### config.mk
export PLATFORM = sky130hd
export DESIGN_NAME = arcade_input_mux_flat
export DESIGN_NICKNAME = d
export VERILOG_FILES = /design/src/rtl/arcade_input_if.sv /design/src/rtl/arcade_input_mux.sv /design/src/flat_wrapper.sv
export SDC_FILE = /design/constraint.sdc
export NUM_CORES = 1
export LEC_CHECK = 0
export BUFFER_PORTS_ARGS = -buffer_cell sky130_fd_sc_hd__buf_2
export CAP_MARGIN = 30
export CORE_MARGIN = 1.5
export CORE_UTILIZATION = 59
export DETAILED_ROUTE_END_ITERATION = 16
export PLACE_DENSITY = 0.81
export SLEW_MARGIN = 25
export SYNTH_ARGS = -nofsm -noshare
export SYNTH_HDL_FRONTEND = slang
export SYNTH_SLANG_ARGS = --single-unit
### constraint.sdc
create_clock -name clk -period 7.8 [get_ports clk]
set_clock_uncertainty 0.15 [all_clocks]
set_input_delay 0.78 -clock clk [delete_from_list [all_inputs] [get_ports clk]]
set_output_delay 0.78 -clock clk [all_outputs]
set_load 0.01 [all_outputs]
### src/rtl/arcade_input_if.sv
// Bundle of keyboard, joystick and option inputs plus the merged control
// outputs exchanged between user_io (master) and arcade_input_mux (slave).
interface arcade_input_if #(
  parameter int unsigned PLAYERS = 2,
  parameter int unsigned BUTTONS = 6
);
  logic                              key_strobe;
  logic                              key_pressed;
  logic                              key_extended;
  logic [7:0]                        key_code;
  logic [PLAYERS*32-1:0]             joy_in;
  logic                              rotate;
  logic [1:0]                        orientation;
  logic                              joyswap;
  logic [PLAYERS-1:0]                autofire_en;
  logic [8:0]                        controls;
  logic [PLAYERS*(BUTTONS+4)-1:0]    players;

  modport master (
    output key_strobe, key_pressed, key_extended, key_code, joy_in,
           rotate, orientation, joyswap, autofire_en,
    input  controls, players
  );

  modport slave (
    input  key_strobe, key_pressed, key_extended, key_code, joy_in,
           rotate, orientation, joyswap, autofire_en,
    output controls, players
  );
endinterface

### src/rtl/arcade_input_mux.sv
// Merges PS/2 key state and MiST joystick words into per-player vectors with
// rotation, joystick swap, coin pulse shaping and per-player autofire.
module arcade_input_mux #(
  parameter int unsigned PLAYERS      = 2,
  parameter int unsigned BUTTONS      = 6,
  parameter int unsigned COIN_PULSE   = 240000,
  parameter int unsigned AUTOFIRE_DIV = 1200000
) (
  input logic           clk,
  input logic           reset,
  arcade_input_if.slave bus
);
  localparam int unsigned PW = BUTTONS + 4;
  localparam int unsigned KW = 29;
  localparam int unsigned KB = (BUTTONS < 6) ? BUTTONS : 6;
  localparam int unsigned CW = (COIN_PULSE   > 1) ? $clog2(COIN_PULSE)   : 1;
  localparam int unsigned AW = (AUTOFIRE_DIV > 1) ? $clog2(AUTOFIRE_DIV) : 1;

  typedef enum logic [1:0] {C_IDLE, C_PULSE, C_HOLD} coin_state_t;

  // Key state layout: per player 10 bits in joystick order, then starts, coins, tilt
  logic [KW-1:0] r_keys;
  logic          w_key_hit;
  logic [4:0]    w_key_idx;

  always_comb begin
    w_key_hit = 1'b1;
    w_key_idx = 5'd0;
    case ({bus.key_extended, bus.key_code})
      9'h174: w_key_idx = 5'd0;   9'h16B: w_key_idx = 5'd1;
      9'h172: w_key_idx = 5'd2;   9'h175: w_key_idx = 5'd3;
      9'h014: w_key_idx = 5'd4;   9'h011: w_key_idx = 5'd5;
      9'h029: w_key_idx = 5'd6;   9'h012: w_key_idx = 5'd7;
      9'h01A: w_key_idx = 5'd8;   9'h022: w_key_idx = 5'd9;
      9'h034: w_key_idx = 5'd10;  9'h023: w_key_idx = 5'd11;
      9'h02B: w_key_idx = 5'd12;  9'h02D: w_key_idx = 5'd13;
      9'h01C: w_key_idx = 5'd14;  9'h01B: w_key_idx = 5'd15;
      9'h015: w_key_idx = 5'd16;  9'h01D: w_key_idx = 5'd17;
      9'h043: w_key_idx = 5'd18;  9'h042: w_key_idx = 5'd19;
      9'h016: w_key_idx = 5'd20;  9'h01E: w_key_idx = 5'd21;
      9'h026: w_key_idx = 5'd22;  9'h025: w_key_idx = 5'd23;
      9'h02E: w_key_idx = 5'd24;  9'h036: w_key_idx = 5'd25;
      9'h03D: w_key_idx = 5'd26;  9'h03E: w_key_idx = 5'd27;
      9'h02C: w_key_idx = 5'd28;
      default: w_key_hit = 1'b0;
    endcase
  end

  always_ff @(posedge clk or posedge reset) begin
    if (reset)                             r_keys <= '0;
    else if (bus.key_strobe && w_key_hit)  r_keys[w_key_idx] <= bus.key_pressed;
  end

  // Raw per-player vectors, joystick start/coin bits
  logic [31:0]   w_src   [PLAYERS];
  logic [PW-1:0] w_kb    [PLAYERS];
  logic [PW-1:0] w_raw   [PLAYERS];
  logic [3:0]    w_jstart, w_jcoin;

  always_comb begin
    w_jstart = 4'd0;
    w_jcoin  = 4'd0;
    for (int p = 0; p < int'(PLAYERS); p++) begin
      int s;
      int kbase;
      s = (bus.joyswap && PLAYERS > 1 && p < 2) ? (p ^ 1) : p;
      kbase = (p < 2) ? 10 * p : 0;
      w_src[p] = bus.joy_in[32*s +: 32];
      w_kb[p]  = '0;
      if (p < 2) begin
        w_kb[p][3:0] = r_keys[kbase +: 4];
        for (int k = 0; k < int'(KB); k++) w_kb[p][4+k] = r_keys[kbase+4+k];
      end
      w_raw[p]    = w_src[p][PW-1:0] | w_kb[p];
      w_jstart[p] = w_src[p][28];
      w_jcoin[p]  = w_src[p][29];
    end
  end

  // Autofire on button A
  logic          r_af_out  [PLAYERS];
  logic          r_af_prev [PLAYERS];
  logic [AW-1:0] r_af_cnt  [PLAYERS];
  logic          w_af_out_n [PLAYERS];
  logic [AW-1:0] w_af_cnt_n [PLAYERS];

  always_comb begin
    for (int p = 0; p < int'(PLAYERS); p++) begin
      w_af_out_n[p] = w_raw[p][4];
      w_af_cnt_n[p] = '0;
      if (bus.autofire_en[p] && w_raw[p][4]) begin
        if (!r_af_prev[p]) begin
          w_af_out_n[p] = 1'b1;
        end else if (r_af_cnt[p] == AW'(AUTOFIRE_DIV - 1)) begin
          w_af_out_n[p] = ~r_af_out[p];
        end else begin
          w_af_out_n[p] = r_af_out[p];
          w_af_cnt_n[p] = r_af_cnt[p] + AW'(1);
        end
      end
    end
  end

  // Coin shapers: next state and registered output
  coin_state_t   r_cst  [4];
  coin_state_t   w_cst_n [4];
  logic [CW-1:0] r_ccnt [4];
  logic [CW-1:0] w_ccnt_n [4];
  logic [3:0]    w_coin_raw, w_coin_n;

  always_comb begin
    for (int c = 0; c < 4; c++) begin
      w_coin_raw[c] = r_keys[24+c] | w_jcoin[c];
      w_cst_n[c]    = r_cst[c];
      w_ccnt_n[c]   = r_ccnt[c];
      w_coin_n[c]   = 1'b0;
      case (r_cst[c])
        C_IDLE: if (w_coin_raw[c]) begin
          w_cst_n[c]  = C_PULSE;
          w_ccnt_n[c] = CW'(COIN_PULSE - 1);
          w_coin_n[c] = 1'b1;
        end
        C_PULSE: if (r_ccnt[c] == '0) begin
          w_cst_n[c] = w_coin_raw[c] ? C_HOLD : C_IDLE;
        end else begin
          w_ccnt_n[c] = r_ccnt[c] - CW'(1);
          w_coin_n[c] = 1'b1;
        end
        C_HOLD: if (!w_coin_raw[c]) w_cst_n[c] = C_IDLE;
        default: w_cst_n[c] = C_IDLE;
      endcase
    end
  end

  // Rotation and final player vectors
  logic [PLAYERS*PW-1:0] w_players_n;
  always_comb begin
    w_players_n = '0;
    for (int p = 0; p < int'(PLAYERS); p++) begin
      logic u, d, l, r;
      logic [PW-1:0] pv;
      {u, d, l, r} = w_raw[p][3:0];
      if (bus.rotate) begin
        if (!bus.orientation[0]) {u, d, l, r} = {w_raw[p][1], w_raw[p][0], w_raw[p][2], w_raw[p][3]};
        else                     {u, d, l, r} = {w_raw[p][0], w_raw[p][1], w_raw[p][3], w_raw[p][2]};
      end
      if (bus.orientation[1]) {u, d, l, r} = {d, u, r, l};
      pv       = w_raw[p];
      pv[3:0]  = {u, d, l, r};
      pv[4]    = w_af_out_n[p];
      w_players_n[PW*p +: PW] = pv;
    end
  end

  logic [8:0]            r_controls;
  logic [PLAYERS*PW-1:0] r_players;

  always_ff @(posedge clk or posedge reset) begin
    if (reset) begin
      r_controls <= '0;
      r_players  <= '0;
      for (int c = 0; c < 4; c++) begin
        r_cst[c]  <= C_IDLE;
        r_ccnt[c] <= '0;
      end
      for (int p = 0; p < int'(PLAYERS); p++) begin
        r_af_out[p]  <= 1'b0;
        r_af_prev[p] <= 1'b0;
        r_af_cnt[p]  <= '0;
      end
    end else begin
      r_controls <= {r_keys[28], w_coin_n, r_keys[23:20] | w_jstart};
      r_players  <= w_players_n;
      for (int c = 0; c < 4; c++) begin
        r_cst[c]  <= w_cst_n[c];
        r_ccnt[c] <= w_ccnt_n[c];
      end
      for (int p = 0; p < int'(PLAYERS); p++) begin
        r_af_out[p]  <= w_af_out_n[p];
        r_af_prev[p] <= w_raw[p][4];
        r_af_cnt[p]  <= w_af_cnt_n[p];
      end
    end
  end

  assign bus.controls = r_controls;
  assign bus.players  = r_players;

  // Joystick bits outside the mapped set are intentionally ignored
  logic w_unused;
  assign w_unused = ^{bus.joy_in, r_keys};
endmodule

### src/flat_wrapper.sv
// flat-port wrapper written by rule: the top's interface ports become plain ports
module arcade_input_mux_flat 
#(
  parameter int unsigned PLAYERS      = 2,
  parameter int unsigned BUTTONS      = 6,
  parameter int unsigned COIN_PULSE   = 240000,
  parameter int unsigned AUTOFIRE_DIV = 1200000
)
  (clk, reset, bus_key_strobe, bus_key_pressed, bus_key_extended, bus_key_code, bus_joy_in, bus_rotate, bus_orientation, bus_joyswap, bus_autofire_en, bus_controls, bus_players);
  arcade_input_if #(.PLAYERS(PLAYERS), .BUTTONS(BUTTONS)) bus_i ();
  input logic clk;
  input logic reset;
  input wire logic [$bits(bus_i.key_strobe)-1:0] bus_key_strobe;
  input wire logic [$bits(bus_i.key_pressed)-1:0] bus_key_pressed;
  input wire logic [$bits(bus_i.key_extended)-1:0] bus_key_extended;
  input wire logic [$bits(bus_i.key_code)-1:0] bus_key_code;
  input wire logic [$bits(bus_i.joy_in)-1:0] bus_joy_in;
  input wire logic [$bits(bus_i.rotate)-1:0] bus_rotate;
  input wire logic [$bits(bus_i.orientation)-1:0] bus_orientation;
  input wire logic [$bits(bus_i.joyswap)-1:0] bus_joyswap;
  input wire logic [$bits(bus_i.autofire_en)-1:0] bus_autofire_en;
  output wire logic [$bits(bus_i.controls)-1:0] bus_controls;
  output wire logic [$bits(bus_i.players)-1:0] bus_players;
  assign bus_i.key_strobe = bus_key_strobe;
  assign bus_i.key_pressed = bus_key_pressed;
  assign bus_i.key_extended = bus_key_extended;
  assign bus_i.key_code = bus_key_code;
  assign bus_i.joy_in = bus_joy_in;
  assign bus_i.rotate = bus_rotate;
  assign bus_i.orientation = bus_orientation;
  assign bus_i.joyswap = bus_joyswap;
  assign bus_i.autofire_en = bus_autofire_en;
  assign bus_controls = bus_i.controls;
  assign bus_players = bus_i.players;
  arcade_input_mux #(.PLAYERS(PLAYERS), .BUTTONS(BUTTONS), .COIN_PULSE(COIN_PULSE), .AUTOFIRE_DIV(AUTOFIRE_DIV)) u_core (.clk(clk), .reset(reset), .bus(bus_i));
endmodule
After elaboration in Yosys (flattened, before gate mapping). Index checks and enable logic that the tools add are counted.

Add/subtract/negate cells: 6. $lt $le $gt $ge: 2. Equality and inequality tests: 55. Shift-type cells: 2. Mux-type cells: 87. Bitwise gates (word level): 7. Reductions and logical operators: 25.

Operator list (number): $mux 18 (8); $pmux 18 s2 (4); $pmux 5 s28 (1); $shiftx 64x32->30 (2); $mux 21 (6); $eq 9x6->1 const B (13); $eq 9x5->1 const B (10); $logic_not 18->1 (4); $sub 18x1->18 const B (4); $add 21x1->21 const B (2); $eq 21x21->1 const B (2); $mux 1 (42); $eq 9x9->1 const B (4); $mux 2 (16); $bwmux 29 (1); $reduce_or 29->1 (1); $pmux 2 s3 (4); $reduce_and 3->1 (8); $or 10x10->10 (2); $eq 9x7->1 const B (2); $ne 2x1->1 const B (8); $ne 2x2->1 const B (8); $eq 2x1->1 const B (4); $eq 2x2->1 const B (4); other kinds (10) (24).

Flip-flop bits (word level): 184. Bits of input ports: 83. Output and inout bits: 29. Logic and storage cells: 201.

Logic depth before layout (Yosys ltp).
Word-level depth: 7. Gate-level depth with buffers: 10. Gate-level depth less buffers: 9.

Worst setup path after synthesis. Ideal clock, no wire load.

Kind: in2reg. From: input port bus_key_extended. To: register u_core.r_keys[18]. Setup time: 0.128 ns. Data arrival time: 2.979 ns. Data required time: 7.522 ns. Slack: 4.544 ns. Stages: 9. Buffers on the path: 2. Cells stage by stage: or4b_1 > buf_2 > a2111oi_4 > a211oi_1 > and3_4 > or4_4 > buf_6 > nor3_2 > mux2_1.

Cells in the longest elaborated chain, start to end: 7. Elaborated cells between the ends (all ways): 39. Classes of those cells: order compare (2); eq/ne (29); mux (5); reduce/logical (3).

RTL lines: start: declaration (RTL line flat_wrapper.sv:15) `input wire logic [$bits(bus_i.key_extended)-1:0] bus_key_extended;`; $eq 9x6->1 (tied with other cells) (RTL line arcade_input_mux.sv:29) `case ({bus.key_extended, bus.key_code})`; $pmux 5 s28 (RTL line arcade_input_mux.sv:29); $lt 5x6->1 (implied by the code) or $ge 5x1->1 (tied branches) (RTL line arcade_input_mux.sv:51) `else if (bus.key_strobe && w_key_hit) r_keys[w_key_idx] <= bus.key_pressed;`; $logic_and 1x1->1 (implied by the code) (RTL line arcade_input_mux.sv:51); $mux 1 (implied by the code) (RTL line arcade_input_mux.sv:51); $demux 1 s5; $bwmux 29 (RTL line arcade_input_mux.sv:51); end signal: indexed assignment (RTL line arcade_input_mux.sv:51); end: declaration (RTL line arcade_input_mux.sv:22) `logic [KW-1:0] r_keys;`.

Several ways; a longest one is shown, not always the timed one. A chain may end at the register's enable or synchronous reset.

Worst setup path in the final report.
From: input port bus_key_code[1]. To: register u_core.r_keys[14].

Cells in the longest elaborated chain, start to end: 7. Elaborated cells between the ends (all ways): 39. Classes of those cells: order compare (2); eq/ne (29); mux (5); reduce/logical (3).

RTL lines: start: declaration (RTL line flat_wrapper.sv:16) `input wire logic [$bits(bus_i.key_code)-1:0] bus_key_code;`; $eq 9x6->1 (tied with other cells) (RTL line arcade_input_mux.sv:29); $pmux 5 s28 (RTL line arcade_input_mux.sv:29); $lt 5x6->1 (implied by the code) or $ge 5x1->1 (tied branches) (RTL line arcade_input_mux.sv:51); $logic_and 1x1->1 (implied by the code) (RTL line arcade_input_mux.sv:51); $mux 1 (implied by the code) (RTL line arcade_input_mux.sv:51); $demux 1 s5; $bwmux 29 (RTL line arcade_input_mux.sv:51).

Several ways; a longest one is shown, not always the timed one.

==> summary.txt <==
Worst setup path
  – Crit path capture type: register
  – R2r setup slk: approximately 4.8 ns
  – CP startpoint kind: primary input
  – Kind of critical path: in -> reg
  – Critical path fanouts, max: 21
  – R2R depth: 7
  – Worst path required time: 7.97 ns
  – FF-to-FF Start: u_core.r_ccnt[45]$_DFFE_PP0P_
  – Crit Reg-Reg Endpoint: u_core.r_ccnt[47]$_DFFE_PP0P_
  – Crit path DAT: 3.49 ns

Logic synthesis
  – Mapped Cells: 1000
  – Post-synthesis sequential area ratio: 0.474
  – Ys flop type: dfrtp_1
  – Share of async-settable or async-resettable flops after synthesis: 1.00
  – Library cell with the highest instance count after synthesis: dfrtp_1
  – Post-synth top area share: 0.474
  – Post-synth EDFFs: 0
  – Synth top cells by count: dfrtp_1 (182), nor2_1 (132), nand2_1 (76)
  – Distinct cells, synth: 71
  – Seq cells post-synth: approximately 180
  – Post-Syn Area: 0.00960 mm2
  – Largest cells by area after synthesis: dfrtp_1 (47%), nor2_1 (5.2%), xnor2_1 (3.9%), xor2_1 (3.8%), nand2_1 (3.0%)
  – Syn Area/Cell: 9.60 um2
  – Leading area contributor after synthesis: dfrtp_1
  – Post-Syn Nets: 1093
  – Yosys warns: 0

CTS
  – Number of setup buffers added after CTS: 0
  – CTS clock-pin slew for the worst setup and hold paths: 0.07 ns
  – CTS sink count: 182
  – H-tree levels: 4
  – Clk buf depth: 2
  – Later-pin clock latency in the skew report: 0.44 ns
  – Cts repair resizes: 0
  – Hold_buf cts: 0
  – Cts bufs inserted: 17
  – TritonCTS clock tree: yes
  – Clk Tree Root Cell: clkbuf_16

STA
  – Crit share post-route: 0.425
  – Setup_tns: 0 ns
  – Fmax: 301 MHz
  – Worst Tran Pin Value: 0.939 ns
  – Final Hold Vio Count: 0
  – Setup Viol. Count Final: 0
  – Slew Limit Fails: 0
  – Post-layout minimum cycle time: 3.32 ns
  – RSZ-0062 raised after global routing: no
  – Slew HR: 0.369

Cells and area
  – Share of cells above drive strength 1: 0.142
  – Final net count: 1144
  – Area taken by multi-input logic gates: 0.00477 mm2
  – Final Util: 0.673
  – Sequential Area: 0.00455 mm2
  – # diodes: 0
  – Syn-to-layout area delta: 11.3%
  – Fill cells: 1280

Job
  – MaxCap Viol Count: 0

Floorplanning
  – Area of the core: 0.0159 mm2
  – Horiz. Die Dim: 131 um
  – I/O pins: 112
  – Die footprint: 0.0170 mm2
  – Initial core utilization: 0.604
  – Die height: 131 um
  – Row cnt: 46

Place
  – Number of port buffers: 71
  – Detailed Place HPWL: between 10 and 15 mm
  – GP Congestion: 0.907

Detailed routing
  – Post-route ant nets: 0
  – Vias: 7479
  – Routed WL per cell: 15.6 um
  – DRC Markers: 0
  – Initial drt markers: about 420
  – Drt total wl: 19.9 mm
  – Vias/cell: slightly below 6
  – DRT Pass-1 Iters: 5

Worst hold path
  – Hold Path Class: in -> async

GRT
  – Gr usage total: 0.248
  – First-pass GRT wire length: 33.4 mm
  – Largest net degree at the start of global routing: 98
  – Grt total ovfl: 0
  – Initial antenna violation count: 0
  – Vias in the first global route: 7041

Power and ir drop
  – Pwr Density: 226 mW/mm2
  – Max VDD drop: around 0.18 mV
  – P_leak: 4.69 nW

Run status
  – Status: complete, no violations
layout by cell type, fill, tap and decap left out, types with 5 or more instances in the layout:
master | synthesis | final
a31oi_1 | 6 | 6
nor4_1 | 26 | 26
or4_1 | 10 | 10
xnor2_1 | 43 | 43
and2_1 | 9 | 9
buf_2 | 13 | 71
nand4b_1 | 5 | 5
nand3_1 | 49 | 49
nor3_1 | 45 | 45
a211oi_1 | 15 | 15
or3_1 | 23 | 23
a211o_1 | 14 | 14
o211ai_1 | 6 | 6
nand2b_1 | 12 | 12
clkbuf_16 | 0 | 17
mux2_1 | 7 | 7
nand2_1 | 76 | 76
xor2_1 | 42 | 42
o22ai_1 | 5 | 5
a21oi_1 | 28 | 28
ha_1 | 10 | 10
dfrtp_1 | 182 | 182
nor2b_1 | 37 | 37
nor2_1 | 132 | 132
mux2i_1 | 18 | 18
and3_1 | 6 | 6
inv_1 | 22 | 21
mux2_2 | 22 | 22
o21ai_0 | 27 | 27
nand4_1 | 16 | 16
routing by layer:
metal,global-route usage,routed length [um],up-vias
met2,0.395,9660,174
met4,0.0886,389,0
met1,0.341,9050,3627
met5,0,0,-
met3,0.0468,808,31
li1,-,-,3647
worst max-delay path, stage by stage:
cell and delay [ns]:
buf_2 0.30, or4b_1 0.65, nor3_1 0.35, a211oi_1 0.11, and3_4 0.20, or4_4 0.58
nor2_1 0.18, mux2_1 0.33
kinds of logic after synthesis:
group | count (synthesis) | share of synthesized area
AOI/OAI and AO/OA | 129 | 0.0932
adders and majority gates | 10 | 0.0130
DFF | 182 | 0.474
buffers and inverters | 66 | 0.0295
xor gates and xnor gates | 85 | 0.0775
and+or+nand+nor | 481 | 0.260
muxes | 47 | 0.0528
registers in the layout (all words and copies together), names as in the netlist:
name                 flops
u_core.r_keys           29
u_core.bus.players      20
u_core.r_af_cnt         42
u_core.r_ccnt           72
u_core.r_cst             8
u_core.bus.controls      9
u_core.r_af_prev         2
through the flow:
step	total power, mW	cells	setup WS, ns	hold slack, ns	cell area [um2]
finish	2.42	1279	4.48	0.123	10700
global route	2.55	1279	4.34	0.128	10700
CTS	2.43	1276	4.52	0.225	10600
detailed placement	1.56	1245	4.06	0.211	10100
global placement	1.54	1245	4.10	0.206	10100
floorplan	1.45	1000	1.93	0.197	9600
power breakdown:
part	switching [mW]	internal [mW]
Sequential	0.0919	1.04
Clock	0.364	0.497
Combinational	0.254	0.168
layout make-up:
cell class              instances  area share
repair buffers                 76      0.0385
clock buffers                  21      0.0440
well taps                     216      0.0253
flip-flops and latches        182       0.426
inverters                      22     0.00820
multi-input cells             752       0.446
clock inverters                10      0.0115
worst max-delay path by stage:
stage                          startpoint                               end  slack (ns)
after detailed placement  bus_key_code[1]     u_core.r_keys[14]$_DFFE_PP0P_        4.06
after global placement    bus_key_code[1]     u_core.r_keys[26]$_DFFE_PP0P_        4.10
final                     bus_key_code[1]     u_core.r_keys[14]$_DFFE_PP0P_        4.48
after floorplan                     reset  u_core.bus.controls[0]$_DFF_PP0_        1.93
after global routing      bus_key_code[1]     u_core.r_keys[24]$_DFFE_PP0P_        4.34
after CTS                 bus_key_code[1]     u_core.r_keys[14]$_DFFE_PP0P_        4.52
(Power assumes the default switching activity.)
